--- src/rtl/calc_entry.sv ---
`default_nettype none
// ============================================================================
// Module   : calc_entry
// Purpose  : Keypad entry sequencer for the calculator block. It accepts
//            one-cycle key events, builds two decimal operands digit by
//            digit, latches the operation, and presents the opcode on
//            "equals". Every output is registered.
// Ports    : clk       - clock, rising edge
//            rst       - asynchronous active-high reset
//            key_valid - one-cycle key strobe
//            key_code  - 0-9 digit, A add, B sub, C mul, D clear, E equals
//            In1/In2   - operands to calculator (7 bits)
//            keyboard  - opcode to calculator (15 = no operation)
//            res_valid - high while the result state is active
//            err       - sticky entry error
//            state     - 0 OP1, 1 OP2, 2 RES, 3 CLR
// Revision : 1.0 - initial release
// ============================================================================
module calc_entry #(
  parameter int MAX_VAL = 99
) (
  input  logic       clk,
  input  logic       rst,
  input  logic       key_valid,
  input  logic [3:0] key_code,
  output logic [6:0] In1,
  output logic [6:0] In2,
  output logic [3:0] keyboard,
  output logic       res_valid,
  output logic       err,
  output logic [1:0] state
);

  localparam logic [1:0]  S_OP1 = 2'd0;
  localparam logic [1:0]  S_OP2 = 2'd1;
  localparam logic [1:0]  S_RES = 2'd2;
  localparam logic [1:0]  S_CLR = 2'd3;

  localparam logic [3:0]  c_KEY_ADD = 4'd10;
  localparam logic [3:0]  c_KEY_CLR = 4'd13;
  localparam logic [3:0]  c_KEY_EQ  = 4'd14;
  localparam logic [3:0]  c_KB_NOP  = 4'd15;
  localparam logic [10:0] c_MAX_VAL = 11'(MAX_VAL);

  logic [6:0]  r_in1;
  logic [6:0]  r_in2;
  logic [3:0]  r_kb;
  logic        r_res_valid;
  logic        r_err;
  logic [1:0]  r_state;
  logic [3:0]  r_op;

  logic        w_is_digit;
  logic        w_is_op;
  logic        w_clear;
  logic [6:0]  w_cur;
  logic [10:0] w_new;
  logic        w_accept;

  assign w_is_digit = key_code <= 4'd9;
  assign w_is_op    = (key_code >= 4'd10) && (key_code <= 4'd12);
  // Clear takes priority in every state except CLR itself, where keys drop.
  assign w_clear    = key_valid && (key_code == c_KEY_CLR) && (r_state != S_CLR);

  // Only one operand is ever being built, so a single accumulator path
  // serves both; the 11-bit width holds the worst case 127*10+9.
  assign w_cur    = (r_state == S_OP2) ? r_in2 : r_in1;
  assign w_new    = ({4'd0, w_cur} * 11'd10) + {7'd0, key_code};
  assign w_accept = w_new <= c_MAX_VAL;

  always_ff @(posedge clk or posedge rst) begin
    if (rst) begin
      r_in1       <= 7'd0;
      r_in2       <= 7'd0;
      r_kb        <= c_KB_NOP;
      r_res_valid <= 1'b0;
      r_err       <= 1'b0;
      r_state     <= S_OP1;
      r_op        <= c_KEY_ADD;
    end else if (w_clear) begin
      // One cycle of opcode 13 lets calculator zero its result.
      r_in1       <= 7'd0;
      r_in2       <= 7'd0;
      r_kb        <= c_KEY_CLR;
      r_res_valid <= 1'b0;
      r_err       <= 1'b0;
      r_state     <= S_CLR;
    end else begin
      case (r_state)
        S_OP1: begin
          if (key_valid) begin
            if (w_is_digit) begin
              if (w_accept) r_in1 <= w_new[6:0];
              else          r_err <= 1'b1;
            end else if (w_is_op) begin
              r_op    <= key_code;
              r_in2   <= 7'd0;
              r_state <= S_OP2;
            end
          end
        end
        S_OP2: begin
          if (key_valid) begin
            if (w_is_digit) begin
              if (w_accept) r_in2 <= w_new[6:0];
              else          r_err <= 1'b1;
            end else if (w_is_op) begin
              r_op <= key_code;
            end else if (key_code == c_KEY_EQ) begin
              r_kb        <= r_op;
              r_res_valid <= 1'b1;
              r_state     <= S_RES;
            end
          end
        end
        S_RES: begin
          if (key_valid) begin
            if (w_is_digit) begin
              // A digit starts a fresh calculation; a single digit always
              // fits since MAX_VAL is at least 9.
              r_in1       <= {3'd0, key_code};
              r_in2       <= 7'd0;
              r_kb        <= c_KB_NOP;
              r_res_valid <= 1'b0;
              r_state     <= S_OP1;
            end else if (w_is_op) begin
              // Chain on the previous operand 1.
              r_op        <= key_code;
              r_in2       <= 7'd0;
              r_kb        <= c_KB_NOP;
              r_res_valid <= 1'b0;
              r_state     <= S_OP2;
            end
          end
        end
        default: begin
          r_kb    <= c_KB_NOP;
          r_state <= S_OP1;
        end
      endcase
    end
  end

  assign In1       = r_in1;
  assign In2       = r_in2;
  assign keyboard  = r_kb;
  assign res_valid = r_res_valid;
  assign err       = r_err;
  assign state     = r_state;

endmodule
`default_nettype wire
--- config.mk ---
export PLATFORM = sky130hd
export DESIGN_NAME = calc_entry
export DESIGN_NICKNAME = d
export VERILOG_FILES = /design/src/rtl/calc_entry.sv
export SDC_FILE = /design/constraint.sdc
export NUM_CORES = 1
export LEC_CHECK = 0
export BUFFER_PORTS_ARGS = -buffer_cell sky130_fd_sc_hd__buf_2
export CAP_MARGIN = 20
export CORE_MARGIN = 2
export CORE_UTILIZATION = 30
export CTS_CLUSTER_DIAMETER = 200
export DETAILED_ROUTE_END_ITERATION = 10
export PLACE_DENSITY = 0.56
export SYNTH_ARGS = -nofsm -noshare
export SYNTH_HDL_FRONTEND = slang
export SYNTH_SLANG_ARGS = --single-unit
--- constraint.sdc ---
create_clock -name clk -period 3.7 [get_ports clk]
set_input_delay 0.185 -clock clk [delete_from_list [all_inputs] [get_ports clk]]
set_output_delay 0.185 -clock clk [all_outputs]
set_load 0.01 [all_outputs]
==> run metrics <==
Worst Hold Launch=key_code[2]; CTS max path bufs=2; Iteration-0 DRC Markers=163; share of cells above drive strength 1=33.9%; Yosys top cell by area=dfrtp_1; clk root buf=clkbuf_8; vias in the first global route=2165; layout filler cell count=824; Ant. Diodes=0; dpl ws=57.5 ps; gr usage total=15.2%; drt first pass iters=4; min-delay worst type=input pin to flop; f_max=0.281 GHz; first-pass GRT wire length=10.9 mm; status=complete, no violations; GPL Wtd Cong=0.843; WS Path Type=flop to flop; FP Rows=33; htree depth=1; Seq/Total Area, Yosys=26.5%; reg-to-reg slack, setup=140 ps; clock sinks=26; Via-to-Cell Ratio=5.28; yosys warns=0; initial core utilization=30.6%; arrival time at the worst endpoint=3770 ps; Sequential cell area=659 um^2; total gr overflow=0; FF-to-FF End=In1[2]; Post-synth EDFFs=0; fin. max-slew vios=0; TritonCTS clock tree=done; clk slew on worst S/H paths=100 ps; Fin. Hold Viols=0; r2r worst-path depth=13; Synth top area share=20.1%; syn_area_per_cell=9.01 um^2; Port Buffers=28; dominant synthesized flop cell=dfrtp_1; hold path endpoint=r_op[1]; Wirelength per Cell=16.3 um; most frequent cell after synthesis=nand2_1; DR DRC count=0; Multi-input gate area=1800 um^2; I/O pin total=29; startpoint types=flop; clock skew=4.72 ps; DP HPWL=5.24 mm; Slew HR=46.5%; Post-synth top cells=nand2_1 (25), dfrtp_1 (20), ha_1 (18), inv_1 (18), nor2_1 (18); net count after synthesis=303; maxcap violations=0; Core Util, Final=37.5%; Layout area overhead=22.6%; cell area after synthesis=2490 um^2; CP Capture Type=flop; wirelength, routed=6.91 mm; Worst Max-Slew Pin Slew=795 ps; core region area=8130 um^2; dpl cells=411; top post-synthesis cells by area=dfrtp_1 (20%), ha_1 (9.1%), dfstp_2 (6.3%), nand2_1 (3.8%), mux2_2 (3.2%); Cells after Synth=276; count of cell types in the netlist=64; largest net degree at the start of global routing=27; fin nets=347; # setup viols final=0; cell depth of the worst hold path=2; Final Cycle Share=96.3%; Reg-to-Reg Start=state[1]; number of CTS-inserted buffers=3; Critical Path RT=3900 ps; Synth Register Bits=26; Post-synth ARST share=100%; CP max FO=6; Post-Layout Cell Count=424; die footprint=9030 um^2; initial antenna violation count=0; DR vias=2237; DRT antenna net count=0; chip width=95.0 um; DIE HEIGHT=95.0 um; Skew-Pair Late Insertion Delay=270 ps; fin crit period=3560 ps; post-route setup slack=136 ps
-- cell type report --
| class | count | share of cell area, % |
|---|---|---|
| inverter | 18 | 2.22 |
| sequential | 26 | 21.6 |
| tap | 105 | 4.31 |
| clock buffer | 3 | 1.35 |
| multi-input combinational | 219 | 58.9 |
| timing repair buffer | 52 | 10.6 |
| clock inverter | 1 | 0.985 |
-- worst max-delay path by stage --
stage,from,to,slack (ps),cells after the start
2_1_floorplan,state[1],In1[0],30,14
3_3_place_gp,state[1],In1[0],90,13
3_5_place_dp,state[1],err,60,13
4_1_cts,state[1],err,30,14
5_1_grt,state[1],In1[0],-60,15
6_report,state[1],In1[2],140,13
-- repair_timing --
action	CTS	global route
setup buffers	0	7
setup endpoints to repair	0	15
hold endpoints to repair	20	0
hold buffers	1	0
gates resized for setup	0	18
-- placed cells by master (no fill, tap or decap), types with 2 or more instances in the layout --
master	instances
ha_1	17
o221ai_2	3
nand2_1	25
o211ai_1	2
o21ai_0	13
buf_2	28
a21oi_2	2
nand3_1	6
clkbuf_8	3
mux2_2	5
nor2b_1	9
inv_1	16
buf_4	23
a211oi_2	2
o21ai_1	8
and3_1	5
o31ai_1	3
a31oi_1	8
mux2_4	2
o21bai_1	2
nor3_1	8
a32oi_1	7
a21oi_1	13
nand2b_1	3
nor2_1	17
mux2i_1	2
dfrtp_1	19
dfstp_2	6
nand4_1	4
o2111ai_1	5
nor2_2	3
xnor2_2	2
inv_2	2
xor2_1	4
-- per-stage QoR --
stage,hold WS (ps),area (um^2),TNS [ps]
floorplan,221,2510,0
finish,236,3050,0
detailed placement,271,2810,0
CTS,223,2890,0
global placement,260,2810,0
global route,229,3050,-269
-- kinds of logic (layout without fill, tap and decap cells) --
| family | Yosys count | after routing | share of synthesized area [%] |
|---|---|---|---|
| multiplexers | 9 | 9 | 3.98 |
| AND/OR/NAND/NOR | 91 | 91 | 19.8 |
| adder cells (fa/ha/maj) | 20 | 20 | 10.7 |
| XOR/XNOR | 9 | 9 | 3.47 |
| buffers and inverters | 32 | 74 | 6.34 |
| flip-flops | 26 | 26 | 26.5 |
| AO/OA/AOI/OAI | 89 | 90 | 29.2 |
-- state kept, by name, indices dropped and copies added (netlist names) --
name       cells
In1            7
In2            7
err            1
keyboard       4
r_op           4
res_valid      1
state          2
-- critical path, cell delays in order (launching register included) --
cell       delay, ps
dfrtp_2          420
inv_2             80
ha_4             180
mux2_4           320
ha_1             290
ha_1             220
inv_2             60
fa_2             490
nor4b_4          390
nand2_1          100
and4bb_4         370
o2111ai_2        150
o22a_4           260
o211ai_2         160
-- metal layers --
| layer | GRT usage, % | share of wire [%] | up-vias | wire length, um |
|---|---|---|---|---|
| met5 | 0 | 0 | - | 0 |
| met4 | 3.62 | 1.1 | 0 | 76 |
| met3 | 1.34 | 3.5 | 10 | 245 |
| met2 | 27.7 | 51 | 58 | 3540 |
| met1 | 19.3 | 44 | 1062 | 3050 |
| li1 | - | - | 1107 | - |
Power is left out: the tool's default activity adds up to more than one toggle a clock period on the data nets, which glitch-free logic cannot reach.
